===== src/rtl/lsu_gpio_pkg.sv =====
// rtl/lsu_gpio_pkg.sv - shared types, response codes and byte-strobe merge for lsu_axi_gpio_slave
package lsu_gpio_pkg;

  typedef enum logic [1:0] {
    ST_IDLE = 2'd0,
    ST_EXEC = 2'd1,
    ST_RESP = 2'd2
  } state_t;

  localparam logic [1:0] RESP_OKAY   = 2'b00;
  localparam logic [1:0] RESP_SLVERR = 2'b10;
  localparam logic [1:0] RESP_DECERR = 2'b11;

  localparam int REG_W    = 32;
  localparam int LANE_OUT = 0;
  localparam int LANE_OE  = 1;
  localparam int OFFSET_W = 3;

  localparam logic [2:0] MAX_SIZE = 3'd3;

  function automatic logic [REG_W-1:0] strb_merge(
    input logic [REG_W-1:0]   old_v,
    input logic [REG_W-1:0]   new_v,
    input logic [REG_W/8-1:0] strb
  );
    logic [REG_W-1:0] res;
    for (int b = 0; b < REG_W / 8; b++) begin
      res[8*b +: 8] = strb[b] ? new_v[8*b +: 8] : old_v[8*b +: 8];
    end
    return res;
  endfunction

endpackage


===== src/rtl/lsu_gpio_regs.sv =====
// rtl/lsu_gpio_regs.sv - OUT/OE registers, store mirror and write counter behind lsu_axi_gpio_slave
module lsu_gpio_regs
  import lsu_gpio_pkg::*;
#(
  parameter int GPIO_W = 28
) (
  input  logic              clk,
  input  logic              rst_l,
  input  logic              we,
  input  logic [63:0]       wdata,
  input  logic [7:0]        wstrb,
  output logic [GPIO_W-1:0] gpio_out,
  output logic [GPIO_W-1:0] gpio_oeb,
  output logic [31:0]       la_wdata,
  output logic [15:0]       wr_cnt
);

  logic [REG_W-1:0]   out_q;
  logic [REG_W-1:0]   oe_q;
  logic [REG_W-1:0]   la_q;
  logic [15:0]        cnt_q;
  logic [REG_W-1:0]   data_out;
  logic [REG_W-1:0]   data_oe;
  logic [REG_W/8-1:0] strb_out;
  logic [REG_W/8-1:0] strb_oe;
  logic               oe_lane_only;

  assign data_out     = wdata[LANE_OUT*REG_W +: REG_W];
  assign data_oe      = wdata[LANE_OE*REG_W +: REG_W];
  assign strb_out     = wstrb[LANE_OUT*(REG_W/8) +: REG_W/8];
  assign strb_oe      = wstrb[LANE_OE*(REG_W/8) +: REG_W/8];
  // The mirror follows the OE lane only for stores that touch nothing but that lane.
  assign oe_lane_only = (strb_out == '0) && (strb_oe != '0);

  always_ff @(posedge clk or negedge rst_l) begin
    if (!rst_l) begin
      out_q <= '0;
      oe_q  <= '0;
      la_q  <= '0;
      cnt_q <= '0;
    end else if (we) begin
      out_q <= strb_merge(out_q, data_out, strb_out);
      oe_q  <= strb_merge(oe_q, data_oe, strb_oe);
      la_q  <= oe_lane_only ? data_oe : data_out;
      cnt_q <= cnt_q + 16'd1;
    end
  end

  assign gpio_out = out_q[GPIO_W-1:0];
  assign gpio_oeb = ~oe_q[GPIO_W-1:0];
  assign la_wdata = la_q;
  assign wr_cnt   = cnt_q;

endmodule


===== src/rtl/lsu_axi_gpio_slave.sv =====
// rtl/lsu_axi_gpio_slave.sv - single-outstanding AXI4 write slave turning LSU stores into GPIO pad values
module lsu_axi_gpio_slave
  import lsu_gpio_pkg::*;
#(
  parameter int          ID_W      = 3,
  parameter int          GPIO_W    = 28,
  parameter logic [31:0] BASE_ADDR = 32'hD000_0000
) (
  input  logic              clk,
  input  logic              rst_l,
  input  logic              lsu_axi_awvalid,
  output logic              lsu_axi_awready,
  input  logic [ID_W-1:0]   lsu_axi_awid,
  input  logic [31:0]       lsu_axi_awaddr,
  input  logic [2:0]        lsu_axi_awsize,
  input  logic              lsu_axi_wvalid,
  output logic              lsu_axi_wready,
  input  logic [63:0]       lsu_axi_wdata,
  input  logic [7:0]        lsu_axi_wstrb,
  input  logic              lsu_axi_wlast,
  output logic              lsu_axi_bvalid,
  input  logic              lsu_axi_bready,
  output logic [1:0]        lsu_axi_bresp,
  output logic [ID_W-1:0]   lsu_axi_bid,
  output logic [GPIO_W-1:0] gpio_out,
  output logic [GPIO_W-1:0] gpio_oeb,
  output logic [31:0]       la_wdata,
  output logic [15:0]       wr_cnt
);

  state_t               state_q, state_d;
  logic                 out_of_rst_q;
  logic                 aw_held_q, w_held_q;
  logic [ID_W-1:0]      awid_q;
  logic [31:OFFSET_W]   awaddr_q;
  logic [2:0]           awsize_q;
  logic [63:0]          wdata_q;
  logic [7:0]           wstrb_q;
  logic [ID_W-1:0]      bid_q;
  logic [1:0]           bresp_q;
  logic                 aw_hs, w_hs, b_hs;
  logic                 regs_we;
  logic [1:0]           exec_resp;
  logic                 unused_bits;

  assign aw_hs = lsu_axi_awvalid & lsu_axi_awready;
  assign w_hs  = lsu_axi_wvalid & lsu_axi_wready;
  assign b_hs  = lsu_axi_bvalid & lsu_axi_bready;

  // Address decode outranks the size check, so an off-window oversize store reports DECERR.
  assign exec_resp = (awaddr_q != BASE_ADDR[31:OFFSET_W]) ? RESP_DECERR :
                     (awsize_q > MAX_SIZE)                ? RESP_SLVERR : RESP_OKAY;

  assign unused_bits = ^{lsu_axi_wlast, lsu_axi_awaddr[OFFSET_W-1:0]};

  always_ff @(posedge clk or negedge rst_l) begin
    if (!rst_l) begin
      state_q      <= ST_IDLE;
      out_of_rst_q <= 1'b0;
    end else begin
      state_q      <= state_d;
      out_of_rst_q <= 1'b1;
    end
  end

  always_comb begin
    state_d = state_q;
    unique case (state_q)
      ST_IDLE: if ((aw_held_q | aw_hs) & (w_held_q | w_hs)) state_d = ST_EXEC;
      ST_EXEC: state_d = ST_RESP;
      ST_RESP: if (lsu_axi_bready) state_d = ST_IDLE;
      default: state_d = ST_IDLE;
    endcase
  end

  always_comb begin
    lsu_axi_awready = 1'b0;
    lsu_axi_wready  = 1'b0;
    lsu_axi_bvalid  = 1'b0;
    regs_we         = 1'b0;
    unique case (state_q)
      ST_IDLE: begin
        lsu_axi_awready = ~aw_held_q & out_of_rst_q;
        lsu_axi_wready  = ~w_held_q & out_of_rst_q;
      end
      ST_EXEC: regs_we = (exec_resp == RESP_OKAY);
      ST_RESP: lsu_axi_bvalid = 1'b1;
      default: ;
    endcase
  end

  // AW and W land in independent holding registers; both clear only on the B handshake.
  always_ff @(posedge clk or negedge rst_l) begin
    if (!rst_l) begin
      aw_held_q <= 1'b0;
      w_held_q  <= 1'b0;
      awid_q    <= '0;
      awaddr_q  <= '0;
      awsize_q  <= '0;
      wdata_q   <= '0;
      wstrb_q   <= '0;
    end else begin
      if (aw_hs) begin
        aw_held_q <= 1'b1;
        awid_q    <= lsu_axi_awid;
        awaddr_q  <= lsu_axi_awaddr[31:OFFSET_W];
        awsize_q  <= lsu_axi_awsize;
      end
      if (w_hs) begin
        w_held_q <= 1'b1;
        wdata_q  <= lsu_axi_wdata;
        wstrb_q  <= lsu_axi_wstrb;
      end
      if (b_hs) begin
        aw_held_q <= 1'b0;
        w_held_q  <= 1'b0;
      end
    end
  end

  always_ff @(posedge clk or negedge rst_l) begin
    if (!rst_l) begin
      bid_q   <= '0;
      bresp_q <= RESP_OKAY;
    end else if (state_q == ST_EXEC) begin
      bid_q   <= awid_q;
      bresp_q <= exec_resp;
    end
  end

  assign lsu_axi_bid   = bid_q;
  assign lsu_axi_bresp = bresp_q;

  lsu_gpio_regs #(
    .GPIO_W (GPIO_W)
  ) u_regs (
    .clk      (clk),
    .rst_l    (rst_l),
    .we       (regs_we),
    .wdata    (wdata_q),
    .wstrb    (wstrb_q),
    .gpio_out (gpio_out),
    .gpio_oeb (gpio_oeb),
    .la_wdata (la_wdata),
    .wr_cnt   (wr_cnt)
  );

endmodule


===== config.mk =====
export PLATFORM = sky130hd
export DESIGN_NAME = lsu_axi_gpio_slave
export DESIGN_NICKNAME = d
export VERILOG_FILES = /design/src/rtl/lsu_gpio_pkg.sv /design/src/rtl/lsu_gpio_regs.sv /design/src/rtl/lsu_axi_gpio_slave.sv
export SDC_FILE = /design/constraint.sdc
export NUM_CORES = 1
export LEC_CHECK = 0
export BUFFER_PORTS_ARGS = -buffer_cell sky130_fd_sc_hd__buf_4
export CORE_UTILIZATION = 57
export DETAILED_ROUTE_END_ITERATION = 10
export PLACE_DENSITY = 0.85
export SYNTH_ARGS = -nofsm -noshare
export SYNTH_HDL_FRONTEND = slang
export SYNTH_HIERARCHICAL = 1
export SYNTH_SLANG_ARGS = --single-unit

===== constraint.sdc =====
create_clock -name clk -period 3.95 [get_ports clk]
set_clock_uncertainty 0.15 [all_clocks]
set_input_delay 0 -clock clk [delete_from_list [all_inputs] [get_ports clk]]
set_output_delay 0 -clock clk [all_outputs]
set_load 0.005 [all_outputs]

==> results of run 1 <==
## final cells by class
class	count	area, um^2	area share
Timing Repair Buffer	340	2850	0.225
Sequential cell	219	5480	0.433
Antenna cell	1	2.50	0.000198
Inverter	30	113	0.00890
Tap cell	211	264	0.0209
Clock buffer	32	629	0.0497
Clock inverter	3	40.0	0.00316
Multi-Input combinational cell	337	3280	0.259
## cell families after synthesis
logic type / after synthesis / synth area share
XOR/XNOR: 15 / 0.0145
AO/OA/AOI/OAI: 40 / 0.0258
AND/OR/NAND/NOR: 83 / 0.0500
flip-flops: 219 / 0.605
buffers and inverters: 53 / 0.0330
multiplexers: 197 / 0.270
adder cells (fa/ha/maj): 1 / 0.00138
other: 1 / 0.000414
## registers in the layout, summed over array words and instances (netlist names)
name	cells
u_regs/oe_q	28
state_q	2
awaddr_q	29
u_regs/la_wdata	32
u_regs/out_q	28
awsize_q	1
out_of_rst_q	1
aw_held_q	1
lsu_axi_bresp	2
w_held_q	1
wstrb_q	8
lsu_axi_bid	3
u_regs/wr_cnt	16
awid_q	3
wdata_q	64
## report_power, final
group / internal (mW) / total, mW / switching (mW)
Clock: 1.16 / 1.99 / 0.828
Combinational: 1.07 / 1.63 / 0.557
Sequential: 2.83 / 3.32 / 0.495
## worst max-delay path, cell delays in order, from the launching register on
cell and delay [ps]:
dfrtp_1 520, nor4b_1 310, nand4_1 250, nor3_2 600
buf_12 310, nand2_1 320, mux2_2 420
## worst paths after layout
check	end	slack, ps
hold reg to reg	u_regs/wr_cnt[15]	340
setup reg to reg	u_regs/out_q[12]	940
hold / removal	awaddr_q[22]	70
setup / recovery	u_regs/out_q[12]	940
max in group asynchronous	wdata_q[49]	2430
min in group clk	wdata_q[10]	130
## per-stage QoR
step	total power [mW]	area, um^2	utilization	hold slack, ps	worst slack [ps]
CTS	6.90	12700	0.823	87.4	923
floorplan	4.38	9050	-	-446	1700
detailed placement	4.82	10900	0.708	45.5	983
finish	6.94	12700	0.823	65.3	944
global placement	4.69	10900	0.708	40.8	1100
global route	7.24	12700	0.823	124	714
## synthesized netlist by cell type
master	number	area [um^2]
xor2_1	6	52.6
mux2_4	70	1050
o32a_1	1	10.0
conb_1	1	3.75
dfrtp_1	219	5480
a21o_1	1	7.51
nand2_4	2	22.5
nor4bb_1	1	10.0
xnor2_1	9	78.8
a21oi_1	36	180
mux2i_1	32	320
buf_1	1	3.75
and3_1	2	12.5
o41ai_4	1	27.5
nor4b_4	2	47.6
inv_1	30	113
nor4_2	1	12.5
nor4_1	6	37.5
nand2_1	14	52.6
nor3_1	4	20.0
nor2b_1	2	12.5
nor4b_1	2	17.5
nand3_1	3	15.0
mux2_2	95	1070
nor2_1	36	135
clkbuf_1	7	26.3
nand4_1	6	37.5
nor3b_1	1	7.51
nand4_2	1	12.5
buf_6	13	146
ha_1	1	12.5
o22a_1	1	8.76
buf_2	2	10.0
## per-layer routing
layer,wire (um),GRT usage,vias up
met5,0,0,-
met2,12800,0.540,224
met4,720,0.118,0
li1,-,-,2807
met1,8870,0.353,3208
met3,1130,0.0467,61
==> run_results.csv, run 1 <==
group,metric,value,unit
cts,cts_tree,"built",
floorplanning,die_w,128,um
synth,postSynthCellCount,609,
synth,postSynthAreaPerCell,14.9,um^2
worst_setup_path,critPathMaxFanout,42,
sta,fmax,333,MHz
placement,place_hpwl,13.8,mm
synth,syn_nets,726,
placement,routabilityCongestion,0.846,
grt,grt_usage,0.297,
sta,slew_headroom,0.326,
detailed_routing,drc,0,
floorplanning,rows,45,
cts,postCtsSetupRepairBufs,0,
finish,syn2layout_area_growth,39.8,%
flow_run,maxCapViolCount,0,
cts,cts_root_buffer,"clkbuf_16",
sta,fin_crit,3010,ps
worst_setup_path,end_kind,"flop",
finish,layout_commonest_cell,"buf_4",
sta,worstMarginPinSlew,1010,ps
cts,insertion_delay,490,ps
cts,cts_sinks,219,
power,vdd_drop_max,0.438,mV
power,power.leakage,6.55,nW
sta,hold_violations,0,
synth,yosysUniqueCellTypes,33,
min_path,hold_class,"in2async",
sta,grt_setup_unrepaired,"no",
grt,grt_pass1_wl,37.5,mm
finish,mostFrequentLayoutCells,"buf_4, dfrtp_1, dlygate4sd3_1, mux2_2, mux2_4",
worst_setup_path,start_kind,"flop",
synth,synth-seq-cells,219,
detailed_routing,first_pass_iters,4,
detailed_routing,drt-wirelength-per-cell,20.1,um
floorplanning,core_area,15400,um^2
grt,antenna_found_initial,1,
run_status,status,"finished, final reports clean",
worst_setup_path,path_class,"reg2reg",
finish,final_nets,1068,
grt,grt_max_degree,131,
sta,final-setup-viol-count,0,
sta,period_share,0.761,
finish,drive_gt1_frac,0.448,
worst_setup_path,cp-startpoint,"state_q[0]",
floorplanning,ios,228,
floorplanning,dieArea,16400,um^2
finish,instances_no_fill,1173,
floorplanning,start_util,0.589,
cts,cts_hold_buf,110,
detailed_routing,wirelength,23.5,mm
placement,dp.cells,1027,
detailed_routing,ant_nets,0,
sta,drv_slew,0,
grt,overflow,0,
detailed_routing,viasPerCell,5.37,
worst_setup_path,reg2regPathDepth,6,
cts,clk_pin_slew,60,ps
placement,portBuffers,221,
sta,setup_tns,0,ps
synth,ys_seq_area_frac,0.605,
synth,ys_warn_count,6,
cts,cts_buffer_depth,3,
cts,cts_resized,0,
detailed_routing,drt_iter0_drc,391,
finish,fillCellCount,787,
detailed_routing,route.vias.total,6300,
floorplanning,chipHeight,128,um
grt,grt_pass1_vias,7126,
synth,syn-cell-area,9050,um^2
cts,cts_buffers,23,
cts,htreeDepth,1,
worst_setup_path,critPathArrivalTime,3230,ps
worst_setup_path,cp.required,4170,ps
power,power.density,549,nW/um^2
worst_setup_path,reg2reg_from,"state_q[0]",
No activity file was read; power rests on OpenSTA's default activity.
==> run 2, diff against run 1 <==
--- a/config.mk
+++ b/config.mk
@@ -5,10 +5,11 @@
 export SDC_FILE = /design/constraint.sdc
 export NUM_CORES = 1
 export LEC_CHECK = 0
+export ABC_AREA = 1
 export BUFFER_PORTS_ARGS = -buffer_cell sky130_fd_sc_hd__buf_4
-export CORE_UTILIZATION = 57
+export CORE_UTILIZATION = 48
 export DETAILED_ROUTE_END_ITERATION = 10
-export PLACE_DENSITY = 0.85
+export PLACE_DENSITY = 0.76
 export SYNTH_ARGS = -nofsm -noshare
 export SYNTH_HDL_FRONTEND = slang
 export SYNTH_HIERARCHICAL = 1
==> constraint.sdc (replaced) <==
create_clock -name clk -period 2.6 [get_ports clk]
set_clock_uncertainty 0.15 [all_clocks]
set_input_delay 0 -clock clk [delete_from_list [all_inputs] [get_ports clk]]
set_output_delay 0 -clock clk [all_outputs]
set_load 0.005 [all_outputs]
==> run 2 against run 1 <==
  * Die area up 23%
  * Sequential share of layout area fell by 2.9 points
  * Flip-flop and latch count did not move
  * Area after synthesis rose by 4.0%
  * Design area grew 7.2%
  * Worst hold slack better by 71 ps
  * Non-clock buffer count grew 32
==> run_results.csv, run 2 <==
group,metric,value,unit
run_status,status,"finished, final reports clean",
power,switching_share,0.331,
placement,routabilityCongestion,0.829,
worst_setup_path,max_stage_delay,430,ps
cts,insertion_delay,520,ps
synth,syn_nets,1239,
finish,drive_gt1_frac,0.198,
detailed_routing,drc,0,
cts,cts_buffer_depth,3,
cts,cts_tree,"built",
sta,period_share,0.899,
synth,synth_edf_count,0,
synth,synth_ff_type,"dfrtp_1",
power,switchingPower,3.72,mW
synth,postSynth.asyncResetShare,1.00,
grt,grt_max_degree,93,
detailed_routing,route.vias.total,8779,
cts,htreeDepth,1,
worst_setup_path,end_kind,"flop",
detailed_routing,first_pass_iters,5,
floorplanning,die_w,142,um
synth,synth-seq-cells,219,
min_path,hold_class,"in2reg",
floorplanning,core_area,19000,um^2
synth,synth.most_common_cell,"nand2_1",
detailed_routing,drt_iter0_drc,682,
floorplanning,start_util,0.497,
finish,regMostFlops,"wdata_q",
cts,cts_sinks,219,
worst_setup_path,worst_path_most_repeated_cell,"nand2_1",
placement,place_hpwl,15.7,mm
sta,setup_tns,0,ps
synth,ys_top_cells_by_area,"dfrtp_1, nand2_1, inv_1",
finish,antennaDiodeCount,0,
grt,grt_pass1_vias,8911,
detailed_routing,drt-wirelength-per-cell,16.5,um
grt,grt_usage,0.286,
placement,portBuffers,221,
worst_setup_path,critPathArrivalTime,2550,ps
power,p_seq_frac,0.422,
sta,worstMarginPinSlew,819,ps
cts,cts_buffers,24,
detailed_routing,viasPerCell,5.02,
sta,fmax,428,MHz
worst_setup_path,cp-startpoint,"state_q[0]",
min_path,min_from,"lsu_axi_awaddr[31]",
worst_setup_path,path_class,"reg2reg",
worst_setup_path,crit_chain,"inv_1 -> nor2_1 -> nand2_1 -> nor2_1 -> nand2_1 -> nor3_4 -> clkbuf_16 -> nand2_1 -> nand2_1 -> o21ai_0",
power,p_int,7.53,mW
worst_setup_path,critPathTopFamily,"simple AND/OR/NAND/NOR gates",
power,vdd_drop_max,0.741,mV
synth,synth_top_cell_by_area,"dfrtp_1",
finish,layout_commonest_cell,"nand2_1",
detailed_routing,wirelength,28.8,mm
sta,whs,136,ps
power,power.density,829,nW/um^2
worst_setup_path,cp_slowest_cell,"dfrtp_1",
floorplanning,chipHeight,142,um
synth,ys_warn_count,6,
flow_run,maxCapViolCount,0,
sta,slew_headroom,0.454,
synth,postSynthCellCount,1122,
power,power.leakage,7.21,nW
cts,clk_pin_slew,60,ps
worst_setup_path,reg2reg_from,"state_q[0]",
synth,yosys-top-cells-count,"nand2_1, dfrtp_1, inv_1, o21ai_0, nand3_1",
sta,hold_violations,0,
finish,mostFrequentLayoutCells,"nand2_1, buf_4, dfrtp_1, inv_1, dlygate4sd3_1",
synth,postSynthAreaPerCell,8.39,um^2
power,power_frac_comb,0.253,
synth,ys_seq_area_frac,0.582,
worst_setup_path,crit_buf_inv,2,
synth,yosysTopAreaCellShare,0.582,
sta,drv_slew,0,
detailed_routing,ant_nets,0,
floorplanning,ios,228,
finish,largest_reg_flops,64,
finish,syn2layout_area_growth,44.1,%
power,power_frac_clock,0.325,
sta,final-setup-viol-count,0,
grt,grt_pass1_wl,44.9,mm
synth,yosysUniqueCellTypes,29,
worst_setup_path,critPathMaxFanout,25,
grt,antenna_found_initial,0,
finish,utilization,0.716,
cts,cts_root_buffer,"clkbuf_16",
worst_setup_path,start_kind,"flop",
finish,final_nets,1587,
grt,overflow,0,
floorplanning,dieArea,20200,um^2
floorplanning,rows,50,
sta,fin_crit,2340,ps
synth,syn-cell-area,9420,um^2
worst_setup_path,cp.required,2810,ps
-- run 2: cell types whose count changed in the layout (fill, tap and decap cells not counted), sizes merged, moves of 28 or more --
cell,change
o21ai,+129
inv,+165
nand2,+331
dlygate4sd3,+28
mux2i,-32
mux2,-165
nand3,+94
a21oi,-28
-- run 2: what timing repair did --
| item | CTS | global route |
|---|---|---|
| setup buffers | 0 | 1 |
| hold buffers | 139 | 0 |
| gates resized for setup | 0 | 8 |
| endpoints found under the hold margin | 328 | 0 |
| setup endpoints to repair | 0 | 44 |
-- run 2: area by class of cell --
cell class / count / area (um^2)
clock inverter: 8 / 126
inverter: 195 / 732
fill: 1310 / 5390
tap: 260 / 325
timing repair buffer: 372 / 3210
clock buffer: 36 / 736
multi-input combinational: 658 / 2960
sequential: 219 / 5480
-- run 2: tightest hold or removal path, delay by kind of cell --
kind,cells,cell delay (ps)
buf+inv,2,620
compound gates,1,100
simple gates,1,30
-- run 2: worst paths after layout --
path	slack [ps]	depth (start not counted)	endpoint
setup / recovery	260	10	u_regs/oe_q[2]
hold / removal	140	4	awaddr_q[31]
setup reg to reg	260	10	u_regs/oe_q[2]
hold reg to reg	330	2	wdata_q[63]
max in group asynchronous	1400	4	awaddr_q[6]
min in group asynchronous	470	4	awaddr_q[22]
-- run 2: power groups by stage --
| stage | Sequential, mW | Clock (mW) | Combinational [mW] |
|---|---|---|---|
| finish | 4.75 | 3.65 | 2.85 |
| global route | 4.82 | 3.85 | 3.19 |
| CTS | 4.67 | 3.65 | 2.69 |
| detailed placement | 4.71 | 0 | 2.45 |
| floorplan | 4.60 | 0 | 1.79 |
| global placement | 4.68 | 0 | 2.38 |
-- run 2: logic make-up after synthesis --
family	synth area share
AO/OA/AOI/OAI	0.0728
other	0.000398
AND/OR/NAND/NOR	0.228
adder cells (fa/ha/maj)	0.00133
buffers and inverters	0.107
XOR/XNOR	0.00837
flip-flops	0.582
-- run 2: per-stage QoR --
stage / cells / power [mW] / cell area, um^2 / setup slack (ps)
after floorplan: 1122 / 6.40 / 9420 / 454
after global placement: 1563 / 7.06 / 11300 / 401
after detailed placement: 1563 / 7.17 / 11300 / 303
after CTS: 1746 / 11.0 / 13500 / 285
after global routing: 1748 / 11.9 / 13600 / -14.6
final: 1748 / 11.3 / 13600 / 264
-- run 2: routing by layer --
metal,wire (um),GRT usage
met1,10900,0.340
met2,14400,0.498
met3,1900,0.0441
met4,1540,0.157
met5,0,0
